**src/rtl/mv_decision_if.sv**
```systemverilog
// rtl/mv_decision_if.sv - bundle of search-input and result-output signals for mv_decision
// Ports (slave = decision block side):
//   search_start, search_done : window open/close pulses
//   sad_valid, sad, cb_sel, cand_col, cand_row : candidate SAD sample stream
//   mv_valid, mv_ready, mv_cb, mv_col, mv_row, mv_sad : per-sub-block result beats
//   busy, sad_drop : status
interface mv_decision_if #(
  parameter int SAD_W = 16
) ();
  logic             search_start;
  logic             sad_valid;
  logic [SAD_W-1:0] sad;
  logic [1:0]       cb_sel;
  logic [4:0]       cand_col;
  logic [6:0]       cand_row;
  logic             search_done;
  logic             mv_ready;
  logic             mv_valid;
  logic [1:0]       mv_cb;
  logic [4:0]       mv_col;
  logic [6:0]       mv_row;
  logic [SAD_W-1:0] mv_sad;
  logic             busy;
  logic             sad_drop;

  modport master (
    output search_start, sad_valid, sad, cb_sel, cand_col, cand_row, search_done, mv_ready,
    input  mv_valid, mv_cb, mv_col, mv_row, mv_sad, busy, sad_drop
  );

  modport slave (
    input  search_start, sad_valid, sad, cb_sel, cand_col, cand_row, search_done, mv_ready,
    output mv_valid, mv_cb, mv_col, mv_row, mv_sad, busy, sad_drop
  );
endinterface

```
**src/rtl/mv_decision.sv**
```systemverilog
// rtl/mv_decision.sv - per-sub-block minimum-SAD motion vector decision
// Ports:
//   clk  : clock, rising edge
//   rst  : asynchronous active-high reset
//   bus  : mv_decision_if.slave (search control, SAD samples, result beats, status)
module mv_decision #(
  parameter int SAD_W = 16
) (
  input logic          clk,
  input logic          rst,
  mv_decision_if.slave bus
);

  typedef enum logic [1:0] {S_IDLE, S_SEARCH, S_REPORT} state_t;

  localparam logic [SAD_W-1:0] SAD_MAX = '1;

  state_t           state_q, state_d;
  logic [SAD_W-1:0] min_sad_q  [4];
  logic [SAD_W-1:0] min_sad_d  [4];
  logic [4:0]       best_col_q [4];
  logic [4:0]       best_col_d [4];
  logic [6:0]       best_row_q [4];
  logic [6:0]       best_row_d [4];
  logic             mv_valid_q, mv_valid_d;
  logic [1:0]       mv_cb_q, mv_cb_d;
  logic [4:0]       mv_col_q, mv_col_d;
  logic [6:0]       mv_row_q, mv_row_d;
  logic [SAD_W-1:0] mv_sad_q, mv_sad_d;
  logic             busy_q, busy_d;
  logic             sad_drop_q, sad_drop_d;
  logic [1:0]       next_cb;

  assign next_cb = mv_cb_q + 2'd1;

  always_comb begin
    state_d    = state_q;
    min_sad_d  = min_sad_q;
    best_col_d = best_col_q;
    best_row_d = best_row_q;
    mv_valid_d = mv_valid_q;
    mv_cb_d    = mv_cb_q;
    mv_col_d   = mv_col_q;
    mv_row_d   = mv_row_q;
    mv_sad_d   = mv_sad_q;
    sad_drop_d = sad_drop_q;

    case (state_q)
      S_IDLE: begin
        if (bus.search_start) begin
          state_d    = S_SEARCH;
          sad_drop_d = 1'b0;
          for (int i = 0; i < 4; i++) begin
            min_sad_d[i]  = SAD_MAX;
            best_col_d[i] = '0;
            best_row_d[i] = '0;
          end
        end
        // A stray sample is flagged even if it coincides with the opening pulse.
        if (bus.sad_valid) sad_drop_d = 1'b1;
      end

      S_SEARCH: begin
        if (bus.search_start) begin
          // Restart: any sample in this cycle belongs to the abandoned window.
          sad_drop_d = 1'b0;
          for (int i = 0; i < 4; i++) begin
            min_sad_d[i]  = SAD_MAX;
            best_col_d[i] = '0;
            best_row_d[i] = '0;
          end
        end else begin
          // Strict compare so equal SADs keep the earliest candidate.
          if (bus.sad_valid && (bus.sad < min_sad_q[bus.cb_sel])) begin
            min_sad_d[bus.cb_sel]  = bus.sad;
            best_col_d[bus.cb_sel] = bus.cand_col;
            best_row_d[bus.cb_sel] = bus.cand_row;
          end
          if (bus.search_done) begin
            // First beat is loaded from the _d arrays so a sample arriving
            // with search_done is already reflected in cb 0's result.
            state_d    = S_REPORT;
            mv_valid_d = 1'b1;
            mv_cb_d    = 2'd0;
            mv_col_d   = best_col_d[0];
            mv_row_d   = best_row_d[0];
            mv_sad_d   = min_sad_d[0];
          end
        end
      end

      S_REPORT: begin
        if (bus.sad_valid) sad_drop_d = 1'b1;
        if (mv_valid_q && bus.mv_ready) begin
          if (mv_cb_q == 2'd3) begin
            state_d    = S_IDLE;
            mv_valid_d = 1'b0;
          end else begin
            mv_cb_d  = next_cb;
            mv_col_d = best_col_q[next_cb];
            mv_row_d = best_row_q[next_cb];
            mv_sad_d = min_sad_q[next_cb];
          end
        end
      end

      default: state_d = S_IDLE;
    endcase

    busy_d = (state_d != S_IDLE);
  end

  always_ff @(posedge clk or posedge rst) begin
    if (rst) begin
      state_q    <= S_IDLE;
      for (int i = 0; i < 4; i++) begin
        min_sad_q[i]  <= SAD_MAX;
        best_col_q[i] <= '0;
        best_row_q[i] <= '0;
      end
      mv_valid_q <= 1'b0;
      mv_cb_q    <= '0;
      mv_col_q   <= '0;
      mv_row_q   <= '0;
      mv_sad_q   <= '0;
      busy_q     <= 1'b0;
      sad_drop_q <= 1'b0;
    end else begin
      state_q    <= state_d;
      min_sad_q  <= min_sad_d;
      best_col_q <= best_col_d;
      best_row_q <= best_row_d;
      mv_valid_q <= mv_valid_d;
      mv_cb_q    <= mv_cb_d;
      mv_col_q   <= mv_col_d;
      mv_row_q   <= mv_row_d;
      mv_sad_q   <= mv_sad_d;
      busy_q     <= busy_d;
      sad_drop_q <= sad_drop_d;
    end
  end

  assign bus.mv_valid = mv_valid_q;
  assign bus.mv_cb    = mv_cb_q;
  assign bus.mv_col   = mv_col_q;
  assign bus.mv_row   = mv_row_q;
  assign bus.mv_sad   = mv_sad_q;
  assign bus.busy     = busy_q;
  assign bus.sad_drop = sad_drop_q;

endmodule

```
**src/flat_wrapper.sv**
```systemverilog
// flat-port wrapper written by rule: the top's interface ports become plain ports
module mv_decision_flat 
#(
  parameter int SAD_W = 16
)
  (clk, rst, bus_search_start, bus_sad_valid, bus_sad, bus_cb_sel, bus_cand_col, bus_cand_row, bus_search_done, bus_mv_ready, bus_mv_valid, bus_mv_cb, bus_mv_col, bus_mv_row, bus_mv_sad, bus_busy, bus_sad_drop);
  mv_decision_if #(.SAD_W(SAD_W)) bus_i ();
  input logic clk;
  input logic rst;
  input wire logic [$bits(bus_i.search_start)-1:0] bus_search_start;
  input wire logic [$bits(bus_i.sad_valid)-1:0] bus_sad_valid;
  input wire logic [$bits(bus_i.sad)-1:0] bus_sad;
  input wire logic [$bits(bus_i.cb_sel)-1:0] bus_cb_sel;
  input wire logic [$bits(bus_i.cand_col)-1:0] bus_cand_col;
  input wire logic [$bits(bus_i.cand_row)-1:0] bus_cand_row;
  input wire logic [$bits(bus_i.search_done)-1:0] bus_search_done;
  input wire logic [$bits(bus_i.mv_ready)-1:0] bus_mv_ready;
  output wire logic [$bits(bus_i.mv_valid)-1:0] bus_mv_valid;
  output wire logic [$bits(bus_i.mv_cb)-1:0] bus_mv_cb;
  output wire logic [$bits(bus_i.mv_col)-1:0] bus_mv_col;
  output wire logic [$bits(bus_i.mv_row)-1:0] bus_mv_row;
  output wire logic [$bits(bus_i.mv_sad)-1:0] bus_mv_sad;
  output wire logic [$bits(bus_i.busy)-1:0] bus_busy;
  output wire logic [$bits(bus_i.sad_drop)-1:0] bus_sad_drop;
  assign bus_i.search_start = bus_search_start;
  assign bus_i.sad_valid = bus_sad_valid;
  assign bus_i.sad = bus_sad;
  assign bus_i.cb_sel = bus_cb_sel;
  assign bus_i.cand_col = bus_cand_col;
  assign bus_i.cand_row = bus_cand_row;
  assign bus_i.search_done = bus_search_done;
  assign bus_i.mv_ready = bus_mv_ready;
  assign bus_mv_valid = bus_i.mv_valid;
  assign bus_mv_cb = bus_i.mv_cb;
  assign bus_mv_col = bus_i.mv_col;
  assign bus_mv_row = bus_i.mv_row;
  assign bus_mv_sad = bus_i.mv_sad;
  assign bus_busy = bus_i.busy;
  assign bus_sad_drop = bus_i.sad_drop;
  mv_decision #(.SAD_W(SAD_W)) u_core (.clk(clk), .rst(rst), .bus(bus_i));
endmodule
```
**config.mk**
```make
export PLATFORM = sky130hd
export DESIGN_NAME = mv_decision_flat
export DESIGN_NICKNAME = d
export VERILOG_FILES = /design/src/rtl/mv_decision_if.sv /design/src/rtl/mv_decision.sv /design/src/flat_wrapper.sv
export SDC_FILE = /design/constraint.sdc
export NUM_CORES = 1
export LEC_CHECK = 0
export CELL_PAD_IN_SITES_DETAIL_PLACEMENT = 1
export CELL_PAD_IN_SITES_GLOBAL_PLACEMENT = 1
export CORE_ASPECT_RATIO = 2
export CORE_UTILIZATION = 38
export CTS_BUF_LIST = sky130_fd_sc_hd__clkbuf_4 sky130_fd_sc_hd__clkbuf_8
export DETAILED_ROUTE_END_ITERATION = 8
export HOLD_SLACK_MARGIN = 0.05
export PLACE_DENSITY_LB_ADDON = 0.12
export SLEW_MARGIN = 15
export SYNTH_ARGS = -nofsm -noshare
export SYNTH_HDL_FRONTEND = slang
export SYNTH_SLANG_ARGS = --single-unit
```
**constraint.sdc**
```tcl
create_clock -name clk -period 13.6 [get_ports clk]
set_input_delay 2.72 -clock clk [delete_from_list [all_inputs] [get_ports clk]]
set_output_delay 2.72 -clock clk [all_outputs]
set_load 0.01 [all_outputs]
```
# After elaboration in Yosys (flattened, before gate mapping)
# Cells that the tools add are included.
word_totals:
  mem_count: 0
  inputBits: 36
  ramBits: 0
  latchBits: 0
  word_cells: 119
  mem_bits_ro: 0
  regBits: 147
op_classes:
  bitwise_logic: 2
  n_div: 0
  n_eq_ne: 11
  n_addsub: 1
  shifts: 0
  n_mul: 0
  reduce_logical: 13
  magnitude_cmp: 4
  n_mux: 68
ops:
  columns: ["cell", "n"]
  rows:
  - ["64-bit two-way mux", 3]
  - ["16-bit two-way mux", 9]
  - ["64-bit one-hot mux with 2 select lines", 1]
  - ["28-bit two-way mux", 3]
  - ["16-bit binary-select mux with 2-bit select", 2]
  - ["64-bit bitwise mux", 1]
  - ["20-bit two-way mux", 3]
  - ["28-bit one-hot mux with 2 select lines", 1]
  - ["7-bit two-way mux", 7]
  - ["20-bit one-hot mux with 2 select lines", 1]
  - ["5-bit two-way mux", 7]
  - ["16-bit demux with 2-bit select", 1]
  - ["16-bit one-hot mux with 2 select lines", 1]
  - ["28-bit bitwise mux", 1]
  - ["20-bit bitwise mux", 1]
  - ["2-bit two-way mux", 9]
  - ["16-bit < comparator", 1]
  - ["7-bit binary-select mux with 2-bit select", 1]
  - ["7-bit demux with 2-bit select", 1]
  - ["7-bit one-hot mux with 2 select lines", 1]
  - ["5-bit binary-select mux with 2-bit select", 1]
  - ["5-bit demux with 2-bit select", 1]
  - ["2-bit inequality test, second input constant", 5]
  - ["5-bit one-hot mux with 2 select lines", 1]
  - ["20 further kinds", 36]

# Logic depth before layout (Yosys ltp)
# Gate-level depths: netlist (run 1).
logic_depth:
  word_depth: 10
  depth_mapped: 14

# Least setup slack after synthesis (run 1)
# Ideal clock, no wire load.
synth_timing:
  kind: "input-to-reg"
  start: "input port bus_cb_sel[0]"
  end: "register u_core.min_sad_q[32] (netlist bit)"
  arrival_ps: 5898
  cell_stages: 13
  path_buffers: 4
  slack_ps: 7627
  required_ps: 13525
  setup_ps: 75
  cell_sequence: "buf_1 > buf_2 > mux4_2 > inv_1 > ha_1 > nand4_1 > nor2_1 > o22a_1 > nor4_2 > and3b_1 > buf_6 > buf_8 > mux2i_1"
synth_between:
  elab_chain_len: 9
synth_lines:
  columns: ["item", "line_no", "text"]
  rows:
  - ["from (decl)", "flat_wrapper.sv:13", "input wire logic [$bits(bus_i.cb_sel)-1:0] bus_cb_sel;"]
  - ["2-bit NOT with 3-bit output (implied by the code) *", "mv_decision.sv:74, mv_decision.sv:75", null]
  - ["parallel branches: the longest is 8 deep, another holds 16-bit < comparator", null, null]
  - ["to (signal assigned)", "mv_decision.sv:130", "min_sad_q <= min_sad_d;"]
  - ["to (decl)", "mv_decision.sv:19", "logic [SAD_W-1:0] min_sad_q [4];"]
# Every way passes the cells marked *. The select of a mux whose other input is x is not followed.
# A chain may end at the register's enable or synchronous reset.

# Worst setup path after layout (run 1)
layout_timing:
  start: "input port bus_cb_sel[1]"
  end: "register u_core.best_row_q[0] (netlist bit)"
layout_between:
  elab_chain_len: 9
layout_lines:
  columns: ["item", "line_no", "text"]
  rows:
  - ["2-bit NOT with 3-bit output (implied by the code) *", "mv_decision.sv:74, mv_decision.sv:77", null]
  - ["parallel branches: the longest is 8 deep, another holds 16-bit < comparator", null, null]
  - ["to (signal assigned)", "mv_decision.sv:132", "best_row_q <= best_row_d;"]
  - ["to (decl)", "mv_decision.sv:23", "logic [6:0] best_row_q [4];"]
# Marked as above.

==> impl_results.md, run 1 <==
* Status: finished clean
* Worst R2R Setup Slack at 9.68 ns
* Fin. Hold Viols at 0
* Top_reg_cell synth: dfrtp_1
* Worst setup endpoint: u_core.best_row_q[0]$_DFFE_PP0P_
* Synth warn at 0
* CTS Buf Count at 17
* Port-buffer cells at 68
* Switching Power at 694 uW
* Vias per cell at 6.18
* Final worst clock skew at 0.0149 ns
* CP bufs+invs at 5
* Syn Area/Cell at 10.5 um^2
* Total negative setup slack at 0 ns
* DRC at 0
* Most frequent CP cell: buf_4
* Crit-path cells: clkdlybuf4s50_1, buf_4, mux4_2, inv_1, ha_1, nand4_1, or3_1, nor4_4, nor4_2, buf_4, nand3_2, buf_4, mux2i_1
* Worst r2r src: u_core.min_sad_q[62]$_DFFE_PP1P_
* CP required at 14.01 ns
* Clock Latency Late Sink at 0.49 ns
* Initial Util at 38.6%
* GRT Total Usage at 25.6%
* PD cells at 167 nW/um^2
* Maxcap violations at 0
* Detailed placer's ending HPWL at 18.8 mm
* Fmax at 151 MHz
* Rel. slew slack at 21.2%
* Clock buffer depth at 2
* Top delay family on crit path: simple AND/OR/NAND/NOR gates
* Post-synth cell types at 48
* Fin. max-slew vios at 0
* DR pass1 iterations at 4
* CTS root buf: clkbuf_8
* Post-CTS Setup Bufs at 0
* CORE AREA at 23100 um^2
* Worst min path class: flop to flop
* WHS at 0.512 ns
* Tightest Pin Transition at 1.18 ns
* Cell Int Power at 1.01 mW
* Area Overhead vs Synth at 14.6%
* Synth top area cells: dfrtp_1 23%, dfstp_2 19%, mux4_2 11%
* Routed len/inst at 25.2 um
* Flops & latches, synth at 147
* Mapped Nets at 906
* # rows at 79
* Worst Setup SP: bus_cb_sel[1]
* Commonest cells after routing, fill and taps aside: 159 x nor2_1, 87 x mux2i_1, 83 x dfrtp_1, 66 x clkdlybuf4s50_1, 64 x dfstp_2
* FF-to-FF path depth at 11
* Leakage at 4.00 nW
* Seq/Total Area, Yosys at 42.1%
* Post-Syn Area at 8930 um^2
* Cell taking the most area after synthesis: dfrtp_1
* Critical path's largest stage delay at 0.56 ns
* Combinational share of power at 40.8%
* CP max FO at 34
* Pin count of the biggest net entering global routing at 109
* Fin crit period at 6.64 ns
* Antenna Violating Nets Remaining at 0
* H-tree depth at 4
* Number of nets in the layout at 936
* Final core occ at 44.2%
* RSZ-0062 raised after global routing: no
* Hold Buf Count CTS at 0
* Io pins at 69
* Total gr overflow at 0
* CTS Sinks at 147
* Antenna Cells at 0
* Reg2reg end: u_core.best_row_q[0]$_DFFE_PP0P_
* Peak VDD IR at 0.000175 V
* Final setup vio count at 0
* Die Y at 219 um
* Area share of the largest cell type after synthesis at 23.3%
* Clock tree from TritonCTS: yes
* Worst EP arrival at 7.05 ns
* Final WL at 29.7 mm
* Crit. End Element: flop
* Reg power frac at 35.1%
* Initial antenna violation count at 0
* CP Depth at 13
* Fill count at 2567
* Clk pwr share at 24.1%
* Commonest non-fill, non-tap cell in the layout: nor2_1
* CTS resizes at 0
* Final period utilization at 48.8%
* 1st-iter DRT viols at 321
* Layout cells sized above 1 at 20.9%
* Synth Instances at 850
* Via count at 7272
* Switching portion of total power at 40.6%
* Worst Path Class, Setup: input pin to flop
* Die X at 110 um
* Die area at 24200 um^2
* Vias in the first global route at 8274
* Worst-path clk slew at 0.09 ns
* Number of flops mapped to enable cells by yosys at 0
* First-pass GRT wire length at 47.1 mm
* Hold-critical path depth at 2
* Async set-reset flop share out of synthesis at 100%
* Critical path startpoint category: input pin
* Slowest-stage cell, CP: mux4_2
* Routability cong. at 0.802
[registers in the layout (all words and copies together), names as in the netlist]
name / cells
u_core.state_q: 2
u_core.best_row_q: 28
u_core.bus.mv_valid: 1
u_core.bus.mv_col: 5
u_core.min_sad_q: 64
u_core.bus.mv_cb: 2
u_core.bus.mv_sad: 16
u_core.best_col_q: 20
u_core.bus.sad_drop: 1
u_core.bus.busy: 1
u_core.bus.mv_row: 7
[layout make-up]
cell class	count	area (um^2)	share of cell area (%)
clock buffer	19	255	2.49
timing repair buffer	88	821	8.02
clock inverter	13	206	2.02
multi-input combinational	602	4740	46.4
sequential	147	3760	36.7
inverter	24	95.1	0.929
tap	283	354	3.46
[layer usage]
metal | wire length, um | GRT usage, % | part of all wire [%] | up-vias
li1 | - | - | - | 3178
met1 | 11200 | 27.6 | 38 | 3892
met2 | 16700 | 48.7 | 56 | 151
met3 | 971 | 4.20 | 3.3 | 51
met4 | 808 | 11.2 | 2.7 | 0
met5 | 0 | 0 | 0 | -
[per-stage QoR]
step	power (mW)	worst slack [ns]	cell area, um^2	instances
finish	1.71	6.96	10200	1176
CTS	1.73	6.87	10200	1176
global route	1.80	6.81	10200	1176
floorplan	1.03	7.03	8930	850
global placement	1.29	6.46	9770	1144
detailed placement	1.31	6.33	9770	1144
[cells by family (layout without fill, tap and decap cells)]
kind of cell / after synthesis / in the layout / share of synthesized area [%]
AO/OA/AOI/OAI: 153 / 153 / 13.3
adder cells (fa/ha/maj): 20 / 20 / 2.80
buffers and inverters: 101 / 144 / 5.20
flip-flops: 147 / 147 / 42.1
multiplexers: 130 / 130 / 20.6
AND/OR/NAND/NOR: 299 / 299 / 16.1
[cell usage after synthesis (2+ instances only)]
| cell | count |
|---|---|
| nand2b_1 | 15 |
| and3_1 | 4 |
| nor2b_1 | 12 |
| buf_8 | 2 |
| dfrtp_1 | 83 |
| or4_1 | 2 |
| nor4_4 | 2 |
| buf_6 | 5 |
| or3_1 | 4 |
| nor4_2 | 3 |
| nor2_1 | 159 |
| inv_1 | 23 |
| a22oi_1 | 3 |
| o2bb2ai_1 | 12 |
| nand4_1 | 12 |
| o32a_1 | 16 |
| a21o_1 | 2 |
| nand2_1 | 42 |
| o21ai_1 | 5 |
| o21ai_0 | 16 |
| mux4_2 | 43 |
| clkbuf_1 | 53 |
| a221oi_1 | 18 |
| mux2i_1 | 87 |
| and2_1 | 4 |
| a32oi_1 | 9 |
| o311ai_0 | 2 |
| o22a_1 | 14 |
| a221oi_2 | 10 |
| buf_4 | 3 |
| ha_1 | 20 |
| nand3_1 | 20 |
| o211ai_1 | 2 |
| buf_1 | 3 |
| buf_2 | 11 |
| nor3_1 | 3 |
| a21oi_1 | 39 |
| a211o_1 | 2 |
| nor4b_1 | 13 |
| dfstp_2 | 64 |
[tightest hold or removal path: stages (launching register included)]
cell and delay [ns]:
dfrtp_1 0.37, nand2_1 0.05, nand3_1 0.06
[how the worst min path moves through the flow]
stage | start | end | slack, ns
after CTS | u_core.best_row_q[12]$_DFFE_PP0P_ | u_core.best_row_q[12]$_DFFE_PP0P_ | 0.52
after detailed placement | u_core.best_row_q[12]$_DFFE_PP0P_ | u_core.best_row_q[12]$_DFFE_PP0P_ | 0.50
after global placement | u_core.best_row_q[7]$_DFFE_PP0P_ | u_core.best_row_q[7]$_DFFE_PP0P_ | 0.48
after floorplan | u_core.best_col_q[5]$_DFFE_PP0P_ | u_core.best_col_q[5]$_DFFE_PP0P_ | 0.46
after global routing | u_core.best_row_q[12]$_DFFE_PP0P_ | u_core.best_row_q[12]$_DFFE_PP0P_ | 0.55
final | u_core.best_row_q[12]$_DFFE_PP0P_ | u_core.best_row_q[12]$_DFFE_PP0P_ | 0.51
[power by group through the flow]
| stage | registers [mW] | logic, mW | clock network (mW) |
|---|---|---|---|
| 2_1_floorplan | 0.599 | 0.435 | 0 |
| 3_3_place_gp | 0.601 | 0.687 | 0 |
| 3_5_place_dp | 0.607 | 0.706 | 0 |
| 4_1_cts | 0.600 | 0.709 | 0.424 |
| 5_1_grt | 0.609 | 0.753 | 0.436 |
| 6_report | 0.600 | 0.697 | 0.411 |
Note: power is estimated with default switching activity, not from simulation.
==> inputs of run 2 (changes only) <==
==> constraint.sdc (replaced) <==
create_clock -name clk -period 5.4 [get_ports clk]
set_input_delay 1.08 -clock clk [delete_from_list [all_inputs] [get_ports clk]]
set_output_delay 1.08 -clock clk [all_outputs]
set_load 0.01 [all_outputs]
==> impl_results.md, run 2 (same netlist as run 1, synthesis figures left out) <==
* CTS resizes at 0
* Fmax at 217 MHz
* Clk pwr share at 22.3%
* Die Y at 219 um
* Rel. slew slack at 36.0%
* # rows at 79
* DR pass1 iterations at 5
* Clock buffer depth at 2
* Worst EP arrival at 4.99 ns
* Detailed placer's ending HPWL at 19.2 mm
* Final period utilization at 85.4%
* Layout cells sized above 1 at 21.4%
* Overall power at 4.24 mW
* Port-buffer cells at 68
* Switching portion of total power at 41.2%
* Final worst clock skew at 0.0171 ns
* CP required at 5.78 ns
* Combinational share of power at 42.0%
* Fin crit period at 4.61 ns
* Via count at 7187
* Commonest cells after routing, fill and taps aside: 159 x nor2_1, 87 x mux2i_1, 83 x dfrtp_1, 66 x clkdlybuf4s50_1, 64 x dfstp_2
* Maxcap violations at 0
* Final WL at 29.7 mm
* Vias in the first global route at 8033
* Switching Power at 1.75 mW
* Fin. max-slew vios at 0
* First-pass GRT wire length at 46.9 mm
* Largest register by flop count: u_core.min_sad_q
* Die area at 24200 um^2
* H-tree depth at 4
* RSZ-0062 raised after global routing: no
* Number of nets in the layout at 942
* CP max FO at 14
* GRT Total Usage at 25.7%
* Critical path startpoint category: input pin
* Total gr overflow at 0
* Top Registers: u_core.min_sad_q x64, u_core.best_row_q x28, u_core.best_col_q x20
* Pin count of the biggest net entering global routing at 96
* Layout Cell Area excl Fill at 10300 um^2
* Worst min path class: flop to flop
* Antenna Violating Nets Remaining at 0
* Final Non-Filler Cells at 1183
* Worst-path clk slew at 0.09 ns
* Die X at 110 um
* Crit. End Element: flop
* Initial antenna violation count at 1
* Footprint of the multi-input gates at 4740 um^2
* Leakage at 4.03 nW
* Final setup vio count at 0
* PD cells at 412 nW/um^2
* Area Overhead vs Synth at 15.3%
* CTS Sinks at 147
* Post-CTS Setup Bufs at 0
* Routed len/inst at 25.1 um
* Clock Latency Late Sink at 0.49 ns
* Clock tree from TritonCTS: yes
* Tightest Pin Transition at 0.960 ns
* CTS Buf Count at 17
* Fin. Hold Viols at 0
* CTS root buf: clkbuf_8
* 1st-iter DRT viols at 411
* Cell Int Power at 2.49 mW
* Commonest non-fill, non-tap cell in the layout: nor2_1
* DRC at 0
* Peak VDD IR at 0.000446 V
* Reg power frac at 35.7%
* Reg area at 3760 um^2
* CORE AREA at 23100 um^2
* Worst Path Class, Setup: input pin to flop
* Max FFs per register at 64
* Initial Util at 38.6%
* Status: finished clean
* Fill count at 2540
* Placed Area at 9870 um^2
* Hold Buf Count CTS at 0
* Vias per cell at 6.08
* Total negative setup slack at 0 ns
* DP Cell Count at 1150
* Io pins at 69
* Routability cong. at 0.768
-- run 2: final cells by class --
cell class,count,share of cell area [%]
clock inverters,12,1.52
multi-input cells,602,46.1
well taps,283,3.44
flip-flops and latches,147,36.5
repair buffers,94,8.90
diodes,1,0.0243
inverters,24,0.924
clock buffers,20,2.61
-- run 2: final timing paths --
kind / start / to / slack [ns] / cells after the start
setup reg to reg: u_core.state_q[0]$_DFF_PP0_ / u_core.bus.mv_col[2]$_DFFE_PP0P_ / 1.90 / 9
hold / removal: u_core.bus.sad_drop$_DFFE_PP0P_ / u_core.bus.sad_drop$_DFFE_PP0P_ / 0.52 / 2
setup / recovery: bus_cb_sel[1] / u_core.best_row_q[13]$_DFFE_PP0P_ / 0.79 / 11
min in group asynchronous: rst / u_core.bus.mv_col[0]$_DFFE_PP0P_ / 1.14 / 2
hold reg to reg: u_core.bus.sad_drop$_DFFE_PP0P_ / u_core.bus.sad_drop$_DFFE_PP0P_ / 0.52 / 2
max in group asynchronous: rst / u_core.min_sad_q[34]$_DFFE_PP1P_ / 3.16 / 3
-- run 2: stage by stage --
stage / utilization, % / setup WS [ns] / hold WS, ns
floorplan: - / 0.475 / 0.458
global placement: 42.7 / 0.443 / 0.479
detailed placement: 42.7 / 0.291 / 0.502
CTS: 44.5 / 0.840 / 0.523
global route: 44.5 / 0.621 / 0.541
finish: 44.5 / 0.790 / 0.521
-- run 2: metal layers --
| layer | up-vias | track usage, % | share of wire [%] |
|---|---|---|---|
| met5 | - | 0 | 0 |
| met2 | 155 | 48.2 | 56 |
| met3 | 36 | 3.87 | 4.1 |
| met1 | 3803 | 28.3 | 38 |
| met4 | 0 | 11.4 | 1.9 |
| li1 | 3193 | - | - |
-- run 2: critical path, cell delays in order --
cell	delay [ns]
clkdlybuf4s50_1	0.86
buf_4	0.34
mux4_2	0.22
inv_1	0.04
ha_1	0.29
nand4_1	0.21
or3_1	0.48
nor4_4	0.36
or4_1	0.62
nor2_1	0.12
o311ai_0	0.33
-- run 2: power by group through the flow --
stage | clock [mW] | combinational [mW] | sequential [mW]
global placement | 0 | 1.74 | 1.51
floorplan | 0 | 1.09 | 1.51
CTS | 0.982 | 1.80 | 1.51
global route | 1.01 | 1.93 | 1.54
detailed placement | 0 | 1.79 | 1.53
finish | 0.948 | 1.78 | 1.51
